## config.mk

```make
export PLATFORM = sky130hd
export DESIGN_NAME = flash_boot_loader
export DESIGN_NICKNAME = d
export VERILOG_FILES = /design/src/rtl/flash_boot_loader.sv
export SDC_FILE = /design/constraint.sdc
export NUM_CORES = 1
export LEC_CHECK = 0
export CORE_UTILIZATION = 47
export DETAILED_ROUTE_END_ITERATION = 7
export GPL_TIMING_DRIVEN = 1
export PLACE_DENSITY = 0.76
export SLEW_MARGIN = 40
export SYNTH_ARGS = -nofsm -noshare
export SYNTH_HDL_FRONTEND = slang
export SYNTH_SLANG_ARGS = --single-unit
```

## constraint.sdc

```tcl
create_clock -name clk -period 3.5 [get_ports clk]
set_clock_uncertainty 0.1 [all_clocks]
set_input_delay 0.35 -clock clk [delete_from_list [all_inputs] [get_ports clk]]
set_output_delay 0.35 -clock clk [all_outputs]
set_load 0.03 [all_outputs]
```

## src/rtl/flash_boot_loader.sv

```systemverilog
// -----------------------------------------------------------------------------
// flash_boot_loader
//
// Boot-time loader. After reset it issues a SPI READ (0x03) to the
// configuration flash at FLASH_BASE, streams the image back in SPI mode 0 and
// writes it word by word into instruction memory. The core is held in reset
// until the whole image has been written.
//
// Optional feature macro: BOOT_CHECKSUM_EN
//   defined   : one extra trailing word is read and compared with the 32-bit
//               wrap-around sum of the image words; mismatch -> ERROR.
//   undefined : exactly IMEM_DEPTH words are read, o_boot_error is tied low.
//
// Ports
//   clk            core clock (single domain)
//   reset          synchronous, active-high reset
//   o_flash_sclk   SPI clock, idles low
//   o_flash_cs_n   flash chip select, active low
//   o_flash_mosi   command/address bits, MSB first
//   i_flash_miso   flash read data
//   o_imem_we      one-cycle IMEM write strobe per word
//   o_imem_addr    IMEM word address
//   o_imem_wdata   IMEM write data (little-endian byte assembly)
//   o_core_reset_n core reset, released after a successful load
//   o_boot_done    load finished successfully (sticky)
//   o_boot_error   checksum mismatch (sticky)
// -----------------------------------------------------------------------------
module flash_boot_loader #(
   parameter int          IMEM_DEPTH = 128,
   parameter logic [23:0] FLASH_BASE = 24'h300000,
   parameter int          SCLK_DIV   = 2
) (
   input  logic                          clk,
   input  logic                          reset,
   output logic                          o_flash_sclk,
   output logic                          o_flash_cs_n,
   output logic                          o_flash_mosi,
   input  logic                          i_flash_miso,
   output logic                          o_imem_we,
   output logic [$clog2(IMEM_DEPTH)-1:0] o_imem_addr,
   output logic [31:0]                   o_imem_wdata,
   output logic                          o_core_reset_n,
   output logic                          o_boot_done,
   output logic                          o_boot_error
);

   localparam int AW = $clog2(IMEM_DEPTH);
`ifdef BOOT_CHECKSUM_EN
   localparam int NWORDS = IMEM_DEPTH + 1;
`else
   localparam int NWORDS = IMEM_DEPTH;
`endif
   localparam int            TOTAL_BITS = 32 + 32 * NWORDS;
   localparam logic [31:0]   LAST_BIT   = 32'(TOTAL_BITS - 1);
   localparam logic [31:0]   HALF_END   = 32'(SCLK_DIV - 1);
   localparam logic [31:0]   BIT_END    = 32'(2 * SCLK_DIV - 1);
   localparam logic [31:0]   CMD_ADDR   = {8'h03, FLASH_BASE};
   localparam logic [AW-1:0] LAST_ADDR  = AW'(IMEM_DEPTH - 1);

   typedef enum logic [2:0] {
      S_IDLE, S_CS_SETUP, S_CMD, S_ADDR, S_DATA, S_CS_HOLD, S_DONE, S_ERROR
   } state_t;

   state_t        state_q;
   logic [31:0]   div_q;     // clk cycles into the current SCLK period
   logic [31:0]   bit_q;     // index of the SCLK bit in progress (cmd+addr+data)
   logic [31:0]   tx_q;      // remaining command/address bits
   logic [31:0]   rx_q;      // received bits, first bit ends up in the MSB
   logic          sclk_q;
   logic          cs_n_q;
   logic          mosi_q;
   logic          we_q;
   logic [AW-1:0] addr_q;
   logic [31:0]   wdata_q;
   logic          core_rst_n_q;
   logic          done_q;
`ifdef BOOT_CHECKSUM_EN
   logic [31:0]   sum_q;
   logic          match_q;
   logic          error_q;
`endif

   logic [31:0] bit_d;
   logic [31:0] rx_d;
   logic [31:0] word_d;
   logic        word_end_d;

   assign bit_d  = bit_q + 32'd1;
   assign rx_d   = {rx_q[30:0], i_flash_miso};
   // Bytes arrive first-to-last, so the first byte sits in rx_d[31:24] and
   // must land in wdata[7:0].
   assign word_d = {rx_d[7:0], rx_d[15:8], rx_d[23:16], rx_d[31:24]};
   // Data bits start at index 32; a word completes on every 32nd of them.
   assign word_end_d = (bit_d >= 32'd32) && (bit_d[4:0] == 5'd31);

   always_ff @(posedge clk) begin
      if (reset) begin
         state_q      <= S_IDLE;
         div_q        <= '0;
         bit_q        <= '0;
         tx_q         <= '0;
         rx_q         <= '0;
         sclk_q       <= 1'b0;
         cs_n_q       <= 1'b1;
         mosi_q       <= 1'b0;
         we_q         <= 1'b0;
         addr_q       <= '0;
         wdata_q      <= '0;
         core_rst_n_q <= 1'b0;
         done_q       <= 1'b0;
`ifdef BOOT_CHECKSUM_EN
         sum_q        <= '0;
         match_q      <= 1'b0;
         error_q      <= 1'b0;
`endif
      end else begin
         we_q <= 1'b0;
         // Advance after each write, but park on the last address.
         if (we_q && (addr_q != LAST_ADDR)) addr_q <= addr_q + AW'(1);

         case (state_q)
            S_IDLE: begin
               state_q <= S_CS_SETUP;
               cs_n_q  <= 1'b0;
               mosi_q  <= CMD_ADDR[31];
               tx_q    <= {CMD_ADDR[30:0], 1'b0};
               div_q   <= '0;
            end
            // The setup period doubles as the low phase of the first bit.
            S_CS_SETUP: begin
               if (div_q == HALF_END) begin
                  state_q <= S_CMD;
                  sclk_q  <= 1'b1;
                  div_q   <= '0;
                  bit_q   <= '0;
               end else begin
                  div_q <= div_q + 32'd1;
               end
            end
            // Each bit is a high half followed by a low half; MOSI changes at
            // the falling edge, MISO is captured on the edge that raises SCLK.
            S_CMD, S_ADDR, S_DATA: begin
               if (div_q == HALF_END) begin
                  sclk_q <= 1'b0;
                  mosi_q <= tx_q[31];
                  tx_q   <= {tx_q[30:0], 1'b0};
                  div_q  <= div_q + 32'd1;
               end else if (div_q == BIT_END) begin
                  div_q <= '0;
                  if (bit_q == LAST_BIT) begin
                     state_q <= S_CS_HOLD;
                  end else begin
                     sclk_q <= 1'b1;
                     bit_q  <= bit_d;
                     if (bit_d == 32'd8)  state_q <= S_ADDR;
                     if (bit_d == 32'd32) state_q <= S_DATA;
                     if (bit_d >= 32'd32) rx_q <= rx_d;
                     if (word_end_d) begin
`ifdef BOOT_CHECKSUM_EN
                        if (bit_d == LAST_BIT) begin
                           match_q <= (word_d == sum_q);
                        end else begin
                           we_q    <= 1'b1;
                           wdata_q <= word_d;
                           sum_q   <= sum_q + word_d;
                        end
`else
                        we_q    <= 1'b1;
                        wdata_q <= word_d;
`endif
                     end
                  end
               end else begin
                  div_q <= div_q + 32'd1;
               end
            end
            S_CS_HOLD: begin
               if (div_q == HALF_END) begin
                  cs_n_q <= 1'b1;
                  div_q  <= '0;
`ifdef BOOT_CHECKSUM_EN
                  if (match_q) begin
                     state_q      <= S_DONE;
                     done_q       <= 1'b1;
                     core_rst_n_q <= 1'b1;
                  end else begin
                     state_q <= S_ERROR;
                     error_q <= 1'b1;
                  end
`else
                  state_q      <= S_DONE;
                  done_q       <= 1'b1;
                  core_rst_n_q <= 1'b1;
`endif
               end else begin
                  div_q <= div_q + 32'd1;
               end
            end
            S_DONE, S_ERROR: begin
            end
            default: state_q <= S_IDLE;
         endcase
      end
   end

   assign o_flash_sclk   = sclk_q;
   assign o_flash_cs_n   = cs_n_q;
   assign o_flash_mosi   = mosi_q;
   assign o_imem_we      = we_q;
   assign o_imem_addr    = addr_q;
   assign o_imem_wdata   = wdata_q;
   assign o_core_reset_n = core_rst_n_q;
   assign o_boot_done    = done_q;
`ifdef BOOT_CHECKSUM_EN
   assign o_boot_error   = error_q;
`else
   assign o_boot_error   = 1'b0;
`endif

endmodule

```

# [After elaboration in Yosys (flattened, before gate mapping)]
# Cells that the tools add are included.
[classes] n_addsub=3 magnitude_cmp=1 reduce_logical=19 n_bitwise=4 n_eq_ne=21 n_mux=28
[op_table] operator="$mux 32" count=8
[op_table] operator="$pmux 32 s2" count=2
[op_table] operator="$pmux 32 s3" count=1
[op_table] operator="$add 32x1->32 const B" count=2
[op_table] operator="$eq 32x1->1 const B" count=1
[op_table] operator="$eq 32x13->1 const B" count=1
[op_table] operator="$eq 32x2->1 const B" count=1
[op_table] operator="$eq 32x4->1 const B" count=1
[op_table] operator="$eq 32x6->1 const B" count=1
[op_table] operator="$ge 32x6->1 const B" count=1
[op_table] operator="$mux 3" count=7
[op_table] operator="$reduce_and 5->1" count=3
[op_table] operator="$ne 2x2->1 const B" count=6
[op_table] operator="$pmux 3 s4" count=1
[op_table] operator="$add 7x1->7 const B" count=1
[op_table] operator="$ne 7x7->1 const B" count=1
[op_table] operator="$eq 3x2->1 const B" count=2
[op_table] operator="$eq 3x3->1 const B" count=2
[op_table] operator="$mux 1" count=6
[op_table] operator="$ne 3x3->1 const B" count=2
[op_table] operator="$pmux 1 s2" count=3
[op_table] operator="$reduce_and 2->1" count=3
[op_table] operator="$reduce_and 6->1" count=1
[op_table] operator="$reduce_bool 2->1" count=3
[op_table] operator="12 further kinds" count=16
[totals] out_inout_bits=46 register_bits=174 inputBits=3 elab_cells=88

# [Longest topological paths before layout]
# Gate-level depths: netlist of run 1.
[logic_depth] depth_word=8 ltp_mapped=13 mapped_depth_nobuf=9

# [Worst setup path before layout of run 1]
# OpenSTA, ideal clock, no wires.
[synth_path] path_kind="flip-flop to flip-flop" startpoint="reg bit_q[1]" endpoint="reg wdata_q[10], in the netlist o_imem_wdata[10]" path_buffers=3 path_stages_with_launch=13 arrival_time_ns=2.924 required_time_ns=3.275 synth_period_minus_slack_ns=3.149 setup_ns=0.125 setup_slack_ns=0.351 cell_sequence="dfxtp_1 -> ha_1 -> buf_4 -> nand4_4 -> or4_4 -> o31ai_1 -> a2111oi_0 -> and4_4 -> buf_6 -> a311oi_4 -> buf_6 -> mux2i_1 -> nor2_1"
[synth_via] elab_chain_cells=4 elab_cells_between_ends=7 classes_between="add/sub: 1; order compare: 1; eq/ne: 2; bitwise: 1; reduce/logical: 2"
[synth_lines] element="start, declared" line="66" source="logic [31:0] bit_q;"
[synth_lines] element="start signal, assigned" line="154" source="bit_q <= bit_d;"
[synth_lines] element="$add 32x1->32" line="88" source="assign bit_d = bit_q + 32'd1;"
[synth_lines] element="$ge 32x6->1 or $eq 5x5->1 (tied branches)" line="94" source="assign word_end_d = (bit_d >= 32'd32) && (bit_d[4:0] == 5'd31);"
[synth_lines] element="$logic_and 1x1->1" line="94"
[synth_lines] element="$reduce_and 5->1 (no source line) (*)"
[synth_lines] element="end signal, assigned" line="169" source="wdata_q <= word_d;"
[synth_lines] element="end, declared" line="74" source="logic [31:0] wdata_q;"
# Every way passes the cells marked *; elsewhere a longest branch is shown, timed or not.
# A chain may end at the register's enable or synchronous reset.

# [Worst setup path in the final report of run 1]
[layout_path] startpoint="reg bit_q[4]" endpoint="reg wdata_q[25], in the netlist o_imem_wdata[25]"
# Same word-level chain as after synthesis.

==> impl_metrics.yaml, run 1 <==
worst_hold_path:
  min_path_cells: 2
  worstHoldStart: "reset"
  hp-class: "in -> reg"
  whs_endpoint: "bit_q[5]"
sta:
  rsz0062_at_grt: "no"
  slew_headroom: 0.4787
  period_needed_ns: 3.378
  worst_hold_slack_ns: 0.3235
  tightest_slew_ns: 0.7800
  final-hold-violation-count: 0
  setup_viol: 0
  fin_crit_sh: 0.9651
  clock.fmax_mhz: 296.0
  fin_tns_setup_ns: 0
  maxSlewViolCount: 0
global_routing:
  met3_usage: 0.05536
  top_usage_layer: "met2"
  first_global_vias: 6350
  antenna_found_initial: 0
  met2_usage: 0.3454
  grt_usage: 0.2229
  met1_usage: 0.2902
  grt_pass1_wl_mm: 31.80
  grt_max_degree: 86
  grt_overflow_total: 0
setup_path:
  start_kind: "flip-flop"
  critPathSlowestCell: "or4_4"
  reg2reg_depth: 10
  cp_top_family: "simple AND/OR/NAND/NOR gates"
  endpoint_kind: "flip-flop"
  path_buf_inv: 2
  ff2ff_setup_slack_ns: 0.12
  path_cells: "nand3_2 > or4_4 > o21a_1 > a31oi_2 > nor4_4 > buf_4 > a311oi_4 > buf_12 > mux2i_1 > nor2_1"
  worstReg2RegEnd: "o_imem_wdata[25]"
  cp_max_fo: 33
  crit_type: "reg -> reg"
  regToRegStartpoint: "bit_q[4]"
  cp_data_arrival_time_ns: 3.58
  cp.required_ns: 3.70
  max_stage_delay_ns: 0.66
cells_and_area:
  nets: 967
  fin_area_um2: 9052
  diodes: 0
  area_growth_pct: 14.42
  final_common_cell: "dfxtp_1"
  final_cell_mix: "dfxtp_1 (153), nor2_1 (152), a21oi_1 (68)"
  drive_gt1_frac: 0.1009
  fin_util: 0.5478
power:
  power_leakage_nw: 3.018
  netSwitchingFraction: 0.2991
  totalPowerFinal_w: 0.004422
  ir_drop_uv: 359.2
  p_sw_w: 0.001323
  p_clk_frac: 0.418
  combPwrFrac: 0.170
  p_int_w: 0.003099
  p_per_area_nw_per_um2: 488.5
  pwr-share-seq: 0.413
clocking:
  clockBufferDepth: 2
  cts_buffers: 17
  hold_buffers: 0
  worstSkewPairLatency_ns: 0.43
  cts-htree-levels: 4
  tritoncts: "done"
  clockRootBuffer: "clkbuf_16"
  cts_sinks: 153
  path_clk_slew_ns: 0.07
  ctsResizeCount: 0
floorplanning:
  start_util: 0.4788
  fp.dieH_um: 131.7
  die_area_um2: 17360
  ioPinCount: 49
  die_width_um: 131.7
  core_um2: 16520
  rows: 47
logic_synthesis:
  synth_top_family_by_area: "simple AND/OR/NAND/NOR gates"
  async_reset_ff_frac: 0
  synth_area_leader_cell: "dfxtp_1"
  synth-compound-area-share: 0.1551
  synth_area_per_cell_um2: 8.489
  syn_nets: 941
  syn-cell-area_um2: 7911
  synth-edff-count: 0
  seq_area_frac_synth: 0.3872
  synthTopCellsByArea: "dfxtp_1 (39%), mux2i_1 (8.2%), nor2_1 (7.2%)"
  synth.distinct_cells: 73
  synth_fa_ha_area_frac: 0.009489
  yosys.area_share.simple: 0.2660
  synth_xor_area_frac: 0.02768
  synth_flop_cell: "dfxtp_1"
  ys.warnings.count: 0
  synth_seq_cells: 153
  muxShareOfSynthArea: 0.08224
  synth_top_cell_area_share: 0.3872
  synth_cells: 932
detailed_routing:
  wirelength_mm: 18.94
  via_per_inst: 5.847
  drt_iter0_markers: 507
  ant_nets: 0
  num_vias: 6964
  wl_per_cell_um: 15.90
  dr.pass1.iters: 5
  drcViolationCount: 0
placement:
  io_buffer_count: 47
  dp_hpwl_mm: 12.08
  place_area_um2: 8457
  gp_congestion: 0.9825
outcome:
  status: "finished clean"
job:
  cap_violations: 0
synth_stat cells (14+ instances only):
cell type and number:
xor2_1 16, dfxtp_1 153, nor4_1 26, nand4_1 18, buf_6 14, nand3_1 27, clkbuf_1 39, nor3_1 22
mux2i_1 65, nor2_1 152, nand2_1 57, a311oi_1 14, a21oi_1 70, and3_1 14, o21ai_0 47
area by class of cell:
class | count | area [µm²]
Tap cell | 220 | 275.3
Multi-Input combinational cell | 690 | 4302
Sequential cell | 153 | 3063
Clock inverter | 14 | 158.9
Clock buffer | 18 | 429.2
Fill cell | 1511 | 7472
Timing Repair Buffer | 83 | 775.7
Inverter | 13 | 48.80
cells by family after synthesis:
logic type	after synthesis
DFF	153
muxes	65
adders and majority gates	6
AOI/OAI and AO/OA	192
buffers and inverters	89
xor gates and xnor gates	25
other	1
and+or+nand+nor	401
repair_timing:
item                                    4_1_cts  5_1_grt
endpoints found under the hold margin         0        0
buffers inserted                              0        1
endpoints found under the setup margin        0        1
flip-flops by register name, summed over array words and instances (netlist names):
name,cells
div_q,32
o_flash_mosi,1
o_imem_we,1
o_flash_sclk,1
o_flash_cs_n,1
rx_q,31
tx_q,11
o_boot_done,1
bit_q,32
o_imem_wdata,32
state_q,3
o_imem_addr,7
metal layers:
metal | part of all wire | wire length, µm | vias up
met3 | 0.057 | 1088 | 40
met5 | 0 | 0 | -
met4 | 0.024 | 451 | 0
met2 | 0.46 | 8754 | 207
li1 | - | - | 3405
met1 | 0.46 | 8645 | 3312
how the worst max path moves through the flow:
stage,from,end,slack (ns),cells after the start
2_1_floorplan,bit_q[1],o_imem_wdata[10],0.35,12
3_3_place_gp,bit_q[0],state_q[2],0.30,9
3_5_place_dp,bit_q[0],state_q[2],0.27,9
4_1_cts,bit_q[0],state_q[2],0.26,9
5_1_grt,bit_q[7],o_imem_wdata[25],0.004,10
6_report,bit_q[4],o_imem_wdata[25],0.12,10
stage by stage:
| step | setup slack, ns | instances |
|---|---|---|
| finish | 0.1221 | 1191 |
| global route | 0.004445 | 1191 |
| CTS | 0.2629 | 1190 |
| detailed placement | 0.2733 | 1158 |
| global placement | 0.3015 | 1158 |
| floorplan | 0.3511 | 932 |
power groups by stage:
stage / logic [W] / clock network [W] / registers (W)
floorplan: 0.000560 / 0 / 0.00185
global placement: 0.000726 / 0 / 0.00186
detailed placement: 0.000741 / 0 / 0.00186
CTS: 0.000745 / 0.00188 / 0.00182
global route: 0.000837 / 0.00196 / 0.00183
finish: 0.000750 / 0.00185 / 0.00183
Note: power is estimated with default switching activity, not from simulation.
==> run 2: changes to the inputs <==
--- a/config.mk
+++ b/config.mk
@@ -5,6 +5,7 @@
 export SDC_FILE = /design/constraint.sdc
 export NUM_CORES = 1
 export LEC_CHECK = 0
+export ABC_CLOCK_PERIOD_IN_PS = 3500
 export CORE_UTILIZATION = 47
 export DETAILED_ROUTE_END_ITERATION = 7
 export GPL_TIMING_DRIVEN = 1
==> results of run 2 <==
No change in the layout: final DEF, timing and power equal those of run 1.
==> run 3: changes to the inputs <==
--- a/config.mk
+++ b/config.mk
@@ -8,6 +8,7 @@
 export ABC_CLOCK_PERIOD_IN_PS = 3500
 export CORE_UTILIZATION = 47
 export DETAILED_ROUTE_END_ITERATION = 7
+export GPL_ROUTABILITY_DRIVEN = 0
 export GPL_TIMING_DRIVEN = 1
 export PLACE_DENSITY = 0.76
 export SLEW_MARGIN = 40
==> run 3 against run 2 <==
- register-to-register slack improved by 0.05 ns
- final cell count rose by 0.42%
- final area rose by 0.97%
- sequential share of layout area fell by 0.32 points
- via count fell by 0.22%
- total power rose by 3.4%
- count of clock-buffer cells in the layout rose by 1
- core utilization rose by 0.53 points
- critical path type unchanged
- critical endpoint is now o_imem_wdata[14]
==> impl_metrics.yaml, run 3 (synthesis results as in run 1) <==
outcome:
  status: "finished clean"
cells_and_area:
  drive_gt1_frac: 0.1066
  nets: 972
  diodes: 0
  final_common_cell: "dfxtp_1"
  final_cell_mix: "dfxtp_1 (153), nor2_1 (152), a21oi_1 (68)"
  area_growth_pct: 15.53
detailed_routing:
  drcViolationCount: 0
  dr.pass1.iters: 7
  wirelength_mm: 18.67
  drt_iter0_markers: 648
  wl_per_cell_um: 15.61
  via_per_inst: 5.810
  ant_nets: 0
  num_vias: 6949
sta:
  final-hold-violation-count: 0
  rsz0062_at_grt: "no"
  clock.fmax_mhz: 300.2
  fin_ws_ns: 0.1690
  period_needed_ns: 3.331
  fin_crit_sh: 0.9517
  tightest_slew_ns: 0.7479
  slew_headroom: 0.5014
  fin_tns_setup_ns: 0
  setup_viol: 0
  maxSlewViolCount: 0
placement:
  io_buffer_count: 47
  dp_hpwl_mm: 11.87
  pre_cts_slack_ns: 0.2466
power:
  ir_drop_uv: 353.5
  power_leakage_nw: 3.067
  p_per_area_nw_per_um2: 500.3
  totalPowerFinal_w: 0.004573
global_routing:
  grt_usage: 0.2209
  grt_max_degree: 88
  met1_usage: 0.2911
  top_usage_layer: "met2"
  antenna_found_initial: 0
  grt_pass1_wl_mm: 31.62
  first_global_vias: 6448
  grt_overflow_total: 0
  met3_usage: 0.04614
  met2_usage: 0.3489
clocking:
  cts_sinks: 153
  hold_buffers: 0
  tritoncts: "done"
  worstSkewPairLatency_ns: 0.43
  clockRootBuffer: "clkbuf_16"
  cts-htree-levels: 4
  path_clk_slew_ns: 0.07
  cts_buffers: 17
  clockBufferDepth: 2
floorplanning:
  ioPinCount: 49
  fp.dieH_um: 131.7
  core_um2: 16520
  die_width_um: 131.7
  start_util: 0.4788
  die_area_um2: 17360
  rows: 47
setup_path:
  crit_type: "reg -> reg"
  start_kind: "flip-flop"
  cp.required_ns: 3.71
  endpoint_kind: "flip-flop"
  cp_max_fo: 33
  cp_data_arrival_time_ns: 3.54
worst_hold_path:
  hp-class: "in -> reg"
job:
  cap_violations: 0
-- run 3: changes by cell type in the layout (fill, tap and decap cells not counted), sizes merged --
cell	before	now
bufinv	2	4
clkbuf	18	19
buf	37	42
inv	19	16
-- run 3: final timing paths --
kind	startpoint	end	slack, ns	cells past startpoint
max reg2reg	bit_q[4]	o_imem_wdata[14]	0.17	10
min reg2reg	tx_q[29]	tx_q[29]	0.35	2
max	bit_q[4]	o_imem_wdata[14]	0.17	10
min	reset	bit_q[5]	0.32	2
-- run 3: area by class of cell --
type                    count  area (µm²)
multi-input cells         690        4305
repair buffers             88       813.3
clock buffers              19       442.9
flip-flops and latches    153        3063
fillers                  1436        7385
inverters                  13       48.80
clock inverters            13       191.4
well taps                 220       275.3
-- run 3: report_power, final --
part,switching [W],total (W),leakage [nW],internal [W]
Combinational,0.000509,0.000765,1.53,0.000255
Clock,0.000762,0.00198,0.306,0.00122
Sequential,0.0000416,0.00183,1.23,0.00178
Total,0.00131,0.00457,3.07,0.00326
-- run 3: worst max-delay path: stages, from the launching register on --
cell and delay (ns):
dfxtp_1 0.54, nand3_2 0.20, or4_4 0.66, o21a_1 0.22, a31oi_2 0.27, nor4_4 0.12
buf_4 0.16, a311oi_4 0.34, buf_12 0.29, mux2i_1 0.23, nor2_1 0.06
-- run 3: timing repair --
item / 4_1_cts / 5_1_grt
gates resized for setup: 0 / 1
buffers inserted: 0 / 2
endpoints found under the setup margin: 0 / 1
-- run 3: through the flow --
| stage | hold slack (ns) | util | cells | instance area, µm² |
|---|---|---|---|---|
| finish | 0.3241 | 0.5531 | 1196 | 9140 |
| global route | 0.3463 | 0.5531 | 1196 | 9140 |
| floorplan | 0.3321 | - | 932 | 7911 |
| detailed placement | 0.3448 | 0.5136 | 1162 | 8487 |
| global placement | 0.3391 | 0.5134 | 1162 | 8483 |
| CTS | 0.3276 | 0.5520 | 1194 | 9121 |
-- run 3: metal layers --
metal,vias to the layer above,routed length (µm)
met5,-,0
met4,0,373
met3,40,1150
met2,234,8535
met1,3242,8612
li1,3433,-
